## config.mk

```make
export PLATFORM = sky130hd
export DESIGN_NAME = if_id_pipe_reg
export DESIGN_NICKNAME = d
export VERILOG_FILES = /design/src/rtl/if_id_pipe_reg.sv
export SDC_FILE = /design/constraint.sdc
export NUM_CORES = 1
export LEC_CHECK = 0
export BUFFER_PORTS_ARGS = -buffer_cell sky130_fd_sc_hd__buf_4
export CAP_MARGIN = 20
export CELL_PAD_IN_SITES_DETAIL_PLACEMENT = 0
export CELL_PAD_IN_SITES_GLOBAL_PLACEMENT = 1
export CORE_UTILIZATION = 30
export DETAILED_ROUTE_END_ITERATION = 6
export GPL_ROUTABILITY_DRIVEN = 0
export PLACE_DENSITY = 0.7
export REMOVE_ABC_BUFFERS = 1
export SYNTH_ARGS = -nofsm -noshare
export SYNTH_HDL_FRONTEND = slang
export SYNTH_SLANG_ARGS = --single-unit
```

## constraint.sdc

```tcl
create_clock -name clk -period 2.35 [get_ports clk]
set_input_delay 0.47 -clock clk [delete_from_list [all_inputs] [get_ports clk]]
set_output_delay 0.47 -clock clk [all_outputs]
set_load 0.02 [all_outputs]
```

## src/rtl/if_id_pipe_reg.sv

```systemverilog
// IF/ID pipeline register with a valid/ready handshake and a two-entry skid buffer.
// The upstream ready is a flop, and saturating stall/flush counters are kept for debug.
module if_id_pipe_reg #(
    parameter int unsigned        INSTR_W   = 32,
    parameter int unsigned        PC_W      = 32,
    parameter logic [INSTR_W-1:0] NOP_INSTR = '0,
    parameter int unsigned        CNT_W     = 16
) (
    input  logic               clk,
    input  logic               rst_n,
    input  logic               inValid,
    output logic               inReady,
    input  logic [INSTR_W-1:0] instructionIn,
    input  logic [PC_W-1:0]    PCplus4In,
    input  logic               IF_Flush,
    output logic               outValid,
    input  logic               outReady,
    output logic [INSTR_W-1:0] instructionOut,
    output logic [PC_W-1:0]    PCplus4Out,
    output logic [CNT_W-1:0]   stallCount,
    output logic [CNT_W-1:0]   flushCount
);

    typedef enum logic [1:0] {StEmpty, StMain, StFull} state_e;

    localparam logic [CNT_W-1:0] CntMax = '1;
    localparam logic [CNT_W-1:0] CntOne = 1;

    state_e             st_q, st_d;
    logic               in_ready_q, in_ready_d;
    logic               out_valid_q, out_valid_d;
    logic [INSTR_W-1:0] main_instr_q, main_instr_d;
    logic [PC_W-1:0]    main_pc_q, main_pc_d;
    logic [INSTR_W-1:0] skid_instr_q, skid_instr_d;
    logic [PC_W-1:0]    skid_pc_q, skid_pc_d;
    logic [CNT_W-1:0]   stall_cnt_q, stall_cnt_d;
    logic [CNT_W-1:0]   flush_cnt_q, flush_cnt_d;

    logic accept;
    logic deliver;
    logic stall_evt;

    assign accept    = inValid & in_ready_q;
    assign deliver   = out_valid_q & outReady;
    assign stall_evt = out_valid_q & ~outReady;

    always_comb begin
        st_d         = st_q;
        in_ready_d   = in_ready_q;
        out_valid_d  = out_valid_q;
        main_instr_d = main_instr_q;
        main_pc_d    = main_pc_q;
        skid_instr_d = skid_instr_q;
        skid_pc_d    = skid_pc_q;

        if (IF_Flush) begin
            // Squash everything held and anything accepted this cycle.
            st_d         = StEmpty;
            in_ready_d   = 1'b1;
            out_valid_d  = 1'b0;
            main_instr_d = NOP_INSTR;
            main_pc_d    = PCplus4In;
        end else begin
            unique case (st_q)
                StEmpty: begin
                    if (accept) begin
                        st_d         = StMain;
                        out_valid_d  = 1'b1;
                        main_instr_d = instructionIn;
                        main_pc_d    = PCplus4In;
                    end
                end
                StMain: begin
                    if (accept && deliver) begin
                        main_instr_d = instructionIn;
                        main_pc_d    = PCplus4In;
                    end else if (accept) begin
                        // Decode stalled: park the new instruction and drop ready.
                        st_d         = StFull;
                        in_ready_d   = 1'b0;
                        skid_instr_d = instructionIn;
                        skid_pc_d    = PCplus4In;
                    end else if (deliver) begin
                        st_d         = StEmpty;
                        out_valid_d  = 1'b0;
                        main_instr_d = NOP_INSTR;
                    end
                end
                StFull: begin
                    if (deliver) begin
                        st_d         = StMain;
                        in_ready_d   = 1'b1;
                        main_instr_d = skid_instr_q;
                        main_pc_d    = skid_pc_q;
                    end
                end
                default: begin
                    st_d         = StEmpty;
                    in_ready_d   = 1'b1;
                    out_valid_d  = 1'b0;
                    main_instr_d = NOP_INSTR;
                end
            endcase
        end
    end

    always_comb begin
        stall_cnt_d = stall_cnt_q;
        flush_cnt_d = flush_cnt_q;
        if (stall_evt && (stall_cnt_q != CntMax)) begin
            stall_cnt_d = stall_cnt_q + CntOne;
        end
        if (IF_Flush && (flush_cnt_q != CntMax)) begin
            flush_cnt_d = flush_cnt_q + CntOne;
        end
    end

    always_ff @(posedge clk) begin
        if (!rst_n) begin
            st_q         <= StEmpty;
            in_ready_q   <= 1'b1;
            out_valid_q  <= 1'b0;
            main_instr_q <= NOP_INSTR;
            main_pc_q    <= '0;
            skid_instr_q <= '0;
            skid_pc_q    <= '0;
            stall_cnt_q  <= '0;
            flush_cnt_q  <= '0;
        end else begin
            st_q         <= st_d;
            in_ready_q   <= in_ready_d;
            out_valid_q  <= out_valid_d;
            main_instr_q <= main_instr_d;
            main_pc_q    <= main_pc_d;
            skid_instr_q <= skid_instr_d;
            skid_pc_q    <= skid_pc_d;
            stall_cnt_q  <= stall_cnt_d;
            flush_cnt_q  <= flush_cnt_d;
        end
    end

    assign inReady        = in_ready_q;
    assign outValid       = out_valid_q;
    assign instructionOut = main_instr_q;
    assign PCplus4Out     = main_pc_q;
    assign stallCount     = stall_cnt_q;
    assign flushCount     = flush_cnt_q;

endmodule
```

==> run_results.csv, run 1 <==
group,metric,value,unit
status,run_status,"completed",
hold_path,timing.hold.worst.class,"in -> reg",
sta,rsz0062_at_grt,"false",
placed_design,detailed_place_hpwl,12.2,mm
setup_path,cp_data_arrival_time,2.24,ns
power,sequentialPowerShare,0.444,
cells_and_area,seq_area,0.00328,mm^2
drt,drt-met1-wl,9.12,mm
floorplan,core_area,0.0219,mm^2
drt,dr_total_vias,6140,
setup_path,criticalPathCategory,"reg -> reg",
placed_design,port_buffers,166,
cells_and_area,layout.cells.non_filler,1205,
yosys,yosys_warnings,0,
cells_and_area,final_nets,984,
cts,max-clock-path-buffers,2,
yosys,synth-seq-area-share,0.488,
drt,wl_per_cell,15.9,um
sta,worst_slew_pin_slew,0.422,ns
placed_design,numPlacedInstances,1174,
cells_and_area,final_core_utilization,0.409,
grt,grt_pass1_wl,29.9,mm
drt,highest_layer,"met4",
sta,finalWorstSetupSlack,0.453,ns
sta,worst_clock_skew,0.0103,ns
setup_path,cp_max_fo,8,
floorplan,die_x,152,um
sta,finalCriticalPeriod,1.90,ns
cells_and_area,final_cell_area,0.00896,mm^2
power,power.share.clock,0.458,
floorplan,starting_density_of_the_core,0.307,
yosys,synth_cell_types,50,
cells_and_area,layout_commonest_cell,"sky130_fd_sc_hd__buf_4",
sta,clock.fmax,527,MHz
cells_and_area,final_cell_mix,"sky130_fd_sc_hd__buf_4, sky130_fd_sc_hd__dfxtp_1, sky130_fd_sc_hd__nand2_1, sky130_fd_sc_hd__a21oi_1, sky130_fd_sc_hd__nor3_1",
power,power_switching_share,0.243,
cts,post_cts_repair_timing_setup_buffer_count,0,
cts,cts-resized-gates,0,
cts,clkSinkCount,164,
sta,finalMaxSlewViolations,0,
grt,grt_remaining_overflow,0,
setup_path,cp-start-kind,"flop",
power,switching_power,1.60,mW
floorplan,io-pin-count,167,
drt,vias_per_cell,5.10,
grt,gr-usage-all-layers,0.169,
power,report.power.total,6.58,mW
power,vdd.ir_drop.worst,0.367,mV
power,combPwrFrac,0.098,
yosys,ys_ff_latch,164,
sta,maxSlewHeadroom,0.715,
cts,cts_root_buf,"sky130_fd_sc_hd__clkbuf_16",
power,leakage,3.24,nW
sta,finalSetupViolations,0,
yosys,post_synthesis_cell_area,0.00673,mm^2
cts,cts_buffers,17,
drt,met2RoutedLength,8.85,mm
cts,worst_skew_pair.late_latency,0.42,ns
setup_path,cpLargestDelayFamily,"simple AND/OR/NAND/NOR gates",
cells_and_area,area_growth,33.2,%
drt,dr.first_iter.drc_count,276,
cells_and_area,fraction_of_layout_cells_with_a_size_suffix_above_1,0.250,
setup_path,crit_slowest_cell,"sky130_fd_sc_hd__or3_1",
yosys,synthCells,767,
drt,drt_drc_violations_left,0,
power,p_per_area,734,mW/mm^2
sta,timing.setup.tns,0,ns
sta,timing_hold_violations_final,0,
setup_path,critical_path_buf_inv_count,0,
placed_design,placed_area,0.00833,mm^2
drt,detail_route.wirelength,19.2,mm
setup_path,endpoint_kind,"flop",
floorplan,die_area,0.0230,mm^2
floorplan,placementRows,54,
power,cellInternalPower,4.98,mW
yosys,postSynthAreaPerCell,8.77,um^2
grt,grt_antenna_before_repair,0,
drt,dr_wl_met3,997,um
grt,grt_max_degree,65,
cells_and_area,antenna-diode-count,0,
drt,ant_nets,0,
cts,tritoncts,"built",
cells_and_area,filler_cell_count_in_the_final_layout,2271,
run,max_cap_viol_count,0,
setup_path,cp_cell_sequence,"nand4_1, or3_1, or4_1, a21oi_1",
placed_design,detailedPlace.worstSlack,0.342,ns
cells_and_area,multi_input_comb_area,0.00321,mm^2
sta,layout_worst_path_cycle_share,0.807,
cts,clkTransAtPathRegs,0.07,ns
cts,htree_levels,4,
cts,number_of_buffers_inserted_by_hold_repair_at_cts,0,
drt,dr.pass1.iters,5,
grt,first_global_vias,5450,
setup_path,critical_path.max_stage_delay,0.52,ns
sta,finalHoldWorstSlack,0.296,ns
setup_path,required,2.70,ns
floorplan,dieHeight,152,um
[final timing paths]
| path | from | end | slack (ns) | cells past startpoint |
|---|---|---|---|---|
| setup / recovery | stallCount[4] | stallCount[9] | 0.45 | 4 |
| setup reg to reg | stallCount[4] | stallCount[9] | 0.45 | 4 |
| hold / removal | PCplus4In[23] | skid_pc_q[23] | 0.30 | 3 |
| hold reg to reg | skid_instr_q[6] | skid_instr_q[6] | 0.45 | 2 |
[cells by family (layout without fill, tap and decap cells)]
family,count (synthesis),count (layout),synth area share
fa+ha+maj,2,2,0.00372
simple gates,278,278,0.193
xor+xnor,2,2,0.00261
mux,39,39,0.0580
flops,164,164,0.488
buf+inv,66,224,0.0393
compound gates,216,216,0.215
[worst register-to-register path, cell delays in order (launching register included)]
cell,delay (ns)
sky130_fd_sc_hd__dfxtp_1,0.42
sky130_fd_sc_hd__nand4_1,0.23
sky130_fd_sc_hd__or3_1,0.52
sky130_fd_sc_hd__or4_1,0.49
sky130_fd_sc_hd__a21oi_1,0.16
[cell usage after synthesis (all sizes together)]
cell type	n	share of area
and3	2	0.0019
buf	13	0.0097
xor2	2	0.0026
o41ai	4	0.0052
o21ai	11	0.0082
a2111o	1	0.0017
nor4b	1	0.0013
clkinv	1	0.00056
mux2i	39	0.058
dfxtp	164	0.49
a21bo	1	0.0015
o21bai	1	0.0011
o211ai	2	0.0022
nand2	147	0.082
o311ai	2	0.0026
a31oi	3	0.0028
a41oi	2	0.0026
o2bb2ai	31	0.040
o21a	2	0.0022
nand4	11	0.010
o211a	1	0.0015
nand4b	1	0.0013
or3	8	0.0074
and4	4	0.0052
a311oi	1	0.0013
nor4	5	0.0047
nor3b	3	0.0033
a211oi	33	0.037
a21oi	82	0.061
nor2	17	0.0099
o31a	1	0.0013
a32oi	1	0.0013
ha	2	0.0037
nand3	14	0.010
or4b	1	0.0015
clkbuf	46	0.026
o31ai	5	0.0056
nand3b	2	0.0022
nand2b	10	0.0097
or4	5	0.0056
or2	4	0.0037
inv	6	0.0033
nor3	43	0.033
a22oi	32	0.036
[area by class of cell]
cell class,instances,area share
Sequential cell,164,0.366
Multi-Input combinational cell,537,0.358
Timing Repair Buffer,186,0.163
Clock buffer,20,0.0510
Tap cell,280,0.0391
Clock inverter,11,0.0194
Inverter,7,0.00307
[sequential cells by signal (all words and copies together), names as in the netlist]
signal,cells
instructionOut,32
skid_pc_q,32
inReady,1
st_q,2
skid_instr_q,32
flushCount,16
stallCount,16
outValid,1
PCplus4Out,32
[power by group through the flow]
stage	Sequential, mW	Combinational (mW)	Clock (mW)
2_1_floorplan	3.06	0.223	0
3_3_place_gp	2.98	0.650	0
3_5_place_dp	2.98	0.653	0
4_1_cts	2.92	0.654	3.09
5_1_grt	2.93	0.699	3.22
6_report	2.92	0.646	3.01
[routing by layer]
metal | track usage | up-vias
met5 | 0 | -
met4 | 0.0545 | 0
met3 | 0.0365 | 19
met2 | 0.264 | 141
met1 | 0.229 | 2889
li1 | - | 3091
Power figures use the tool's default switching activity.
==> inputs of run 2 (changes only) <==
--- a/config.mk
+++ b/config.mk
@@ -5,6 +5,7 @@
 export SDC_FILE = /design/constraint.sdc
 export NUM_CORES = 1
 export LEC_CHECK = 0
+export ABC_AREA = 1
 export BUFFER_PORTS_ARGS = -buffer_cell sky130_fd_sc_hd__buf_4
 export CAP_MARGIN = 20
 export CELL_PAD_IN_SITES_DETAIL_PLACEMENT = 0
@@ -12,7 +13,7 @@
 export CORE_UTILIZATION = 30
 export DETAILED_ROUTE_END_ITERATION = 6
 export GPL_ROUTABILITY_DRIVEN = 0
-export PLACE_DENSITY = 0.7
+export PLACE_DENSITY = 0.73
 export REMOVE_ABC_BUFFERS = 1
 export SYNTH_ARGS = -nofsm -noshare
 export SYNTH_HDL_FRONTEND = slang
==> constraint.sdc (replaced) <==
create_clock -name clk -period 2 [get_ports clk]
set_input_delay 0.4 -clock clk [delete_from_list [all_inputs] [get_ports clk]]
set_output_delay 0.4 -clock clk [all_outputs]
set_load 0.02 [all_outputs]
==> run 2 against run 1 <==
Synthesized cell count is 47% higher. Combinational power rose by 55%. Total power up 19%. Worst setup slack lost 0.22 ns. Count of clock-buffer cells in the layout shrank 3. Core utilization is 0.63 points lower. Cell area grew 9.4%. Critical path depth up 5. Maximum frequency up 7.4%. Routed wire length is 7.5% higher. Sequential share of layout area shrank 3.1 points. Clock power rose by 12%.
==> run_results.csv, run 2 <==
group,metric,value,unit
status,run_status,"completed",
cts,post_cts_repair_timing_setup_buffer_count,0,
yosys,synth_cell_types,29,
placed_design,port_buffers,166,
setup_path,critical_path.max_stage_delay,0.55,ns
floorplan,core_area,0.0243,mm^2
setup_path,startpoint,"flushCount[0]",
setup_path,required,2.32,ns
floorplan,starting_density_of_the_core,0.305,
sta,rsz0062_at_grt,"false",
cts,htree_levels,4,
floorplan,placementRows,57,
grt,gr-usage-all-layers,0.164,
cells_and_area,area_growth,32.1,%
yosys,postSynth.asyncResetShare,0,
sta,timing_hold_violations_final,0,
cts,cts_buffers,17,
placed_design,placed_area,0.00917,mm^2
power,power.share.clock,0.431,
setup_path,cpMostUsedCell,"sky130_fd_sc_hd__nor2_1",
sta,clock.fmax,566,MHz
power,cellInternalPower,5.50,mW
setup_path,critical_path_buf_inv_count,1,
yosys,ys_top_cells_by_area,"sky130_fd_sc_hd__dfxtp_1, sky130_fd_sc_hd__nand2_1, sky130_fd_sc_hd__nor2_1",
hold_path,timing.hold.worst.class,"in -> reg",
cts,number_of_buffers_inserted_by_hold_repair_at_cts,0,
drt,dr_total_vias,7236,
yosys,post_synthesis_cell_area,0.00742,mm^2
sta,maxSlewHeadroom,0.523,
cts,cts-resized-gates,2,
cells_and_area,layout.cells.non_filler,1633,
drt,vias_per_cell,4.43,
drt,ant_nets,0,
run,max_cap_viol_count,0,
power,report.power.total,7.84,mW
power,combPwrFrac,0.128,
yosys,synth-seq-area-share,0.442,
cells_and_area,fraction_of_layout_cells_with_a_size_suffix_above_1,0.194,
yosys,synth_top_cell_by_area,"sky130_fd_sc_hd__dfxtp_1",
drt,detail_route.wirelength,20.6,mm
setup_path,r2r_start,"flushCount[0]",
placed_design,numPlacedInstances,1601,
setup_path,cp_max_fo,18,
sta,finalHoldWorstSlack,0.207,ns
sta,finalMaxSlewViolations,0,
yosys,synth_ff_type,"sky130_fd_sc_hd__dfxtp_1",
hold_path,worst_hold_startpoint,"instructionIn[16]",
power,vdd.ir_drop.worst,0.529,mV
yosys,ys_ff_latch,164,
setup_path,cp_cell_sequence,"ha_1, inv_1, nor2_1, nand2_1, nor2_1, nor2_2, nand3_1, nand2_1, nor2_1",
sta,worst_slew_pin_slew,0.714,ns
placed_design,detailed_place_hpwl,13.3,mm
cells_and_area,layout_commonest_cell,"sky130_fd_sc_hd__nand2_1",
yosys,synth_top_cell_area_share,0.442,
cts,clkSinkCount,164,
floorplan,io-pin-count,167,
power,leakage,4.32,nW
yosys,synth_common_cells,"sky130_fd_sc_hd__nand2_1, sky130_fd_sc_hd__nor2_1, sky130_fd_sc_hd__dfxtp_1, sky130_fd_sc_hd__inv_1, sky130_fd_sc_hd__a21oi_1",
yosys,yosys_warnings,0,
setup_path,criticalPathCategory,"reg -> reg",
setup_path,cp_data_arrival_time,2.08,ns
yosys,synthCells,1128,
setup_path,crit_slowest_cell,"sky130_fd_sc_hd__nor2_2",
power,sequentialPowerShare,0.441,
cts,clkTransAtPathRegs,0.08,ns
floorplan,die_x,159,um
yosys,postSynthAreaPerCell,6.58,um^2
cts,worst_skew_pair.late_latency,0.43,ns
sta,worst_clock_skew,0.00939,ns
power,switching_power,2.34,mW
cells_and_area,final_cell_area,0.00980,mm^2
cells_and_area,antenna-diode-count,0,
sta,layout_worst_path_cycle_share,0.883,
grt,grt_antenna_before_repair,0,
floorplan,dieHeight,159,um
drt,dr.first_iter.drc_count,358,
grt,grt_pass1_wl,33.4,mm
cts,tritoncts,"built",
cts,max-clock-path-buffers,2,
power,p_per_area,800,mW/mm^2
grt,grt_remaining_overflow,0,
drt,wl_per_cell,12.6,um
cts,cts_root_buf,"sky130_fd_sc_hd__clkbuf_16",
yosys,synth_edf_count,0,
setup_path,endpoint_kind,"flop",
floorplan,die_area,0.0254,mm^2
cells_and_area,final_cell_mix,"sky130_fd_sc_hd__nand2_1, sky130_fd_sc_hd__buf_4, sky130_fd_sc_hd__nor2_1, sky130_fd_sc_hd__dfxtp_1, sky130_fd_sc_hd__inv_1",
yosys,synth_most_common_cell,"sky130_fd_sc_hd__nand2_1",
setup_path,cpLargestDelayFamily,"simple AND/OR/NAND/NOR gates",
sta,finalCriticalPeriod,1.77,ns
drt,drt_drc_violations_left,0,
grt,grt_max_degree,106,
drt,dr.pass1.iters,4,
cells_and_area,final_nets,1367,
grt,first_global_vias,6407,
setup_path,cp-start-kind,"flop",
power,power_switching_share,0.298,
sta,finalSetupViolations,0,
-- run 2: cell type report --
| type | count | area (um^2) |
|---|---|---|
| inverters | 97 | 364 |
| clock buffers | 17 | 425 |
| fillers | 2597 | 14500 |
| well taps | 324 | 405 |
| repair buffers | 205 | 1640 |
| multi-input cells | 811 | 3500 |
| flip-flops and latches | 164 | 3280 |
| clock inverters | 15 | 180 |
-- run 2: through the flow --
stage / setup WS [ns] / utilization / TNS (ns)
global placement: -0.0778 / 0.377 / -1.77
CTS: 0.0395 / 0.402 / 0
global route: 0.0252 / 0.403 / 0
finish: 0.234 / 0.403 / 0
floorplan: -0.221 / - / -15.74
detailed placement: -0.0859 / 0.377 / -1.59
-- run 2: logic make-up (layout without fill, tap and decap cells) --
kind of cell / Yosys count / in the layout / synth area share
simple gates: 606 / 606 / 0.324
compound gates: 191 / 191 / 0.130
flops: 164 / 164 / 0.442
buf+inv: 153 / 334 / 0.0867
xor+xnor: 12 / 12 / 0.0142
fa+ha+maj: 2 / 2 / 0.00337
-- run 2: final timing paths --
check	slack (ns)	cells past startpoint	end
setup / recovery	0.23	9	flushCount[12]
hold / removal	0.21	3	skid_instr_q[16]
setup reg to reg	0.23	9	flushCount[12]
hold reg to reg	0.45	2	skid_pc_q[21]
-- run 2: routing by layer --
layer,GRT usage,vias up,routed length [um]
met2,0.270,126,9780
met3,0.0357,12,764
met4,0.0520,0,248
li1,-,3858,-
met5,0,-,0
met1,0.215,3240,9850
-- run 2: power groups by stage --
stage | Combinational [mW] | Sequential (mW) | Clock, mW
global placement | 1.01 | 3.54 | 0
detailed placement | 1.01 | 3.54 | 0
finish | 1.00 | 3.46 | 3.38
global route | 1.12 | 3.48 | 3.65
floorplan | 0.416 | 3.64 | 0
CTS | 1.02 | 3.46 | 3.49
-- run 2: worst reg2reg max path: cells and delay by family (launching register included) --
kind | cells | cell delay (ns)
adders and majority gates | 1 | 0.21
buffers and inverters | 1 | 0.05
DFF | 1 | 0.32
and+or+nand+nor | 7 | 1.08
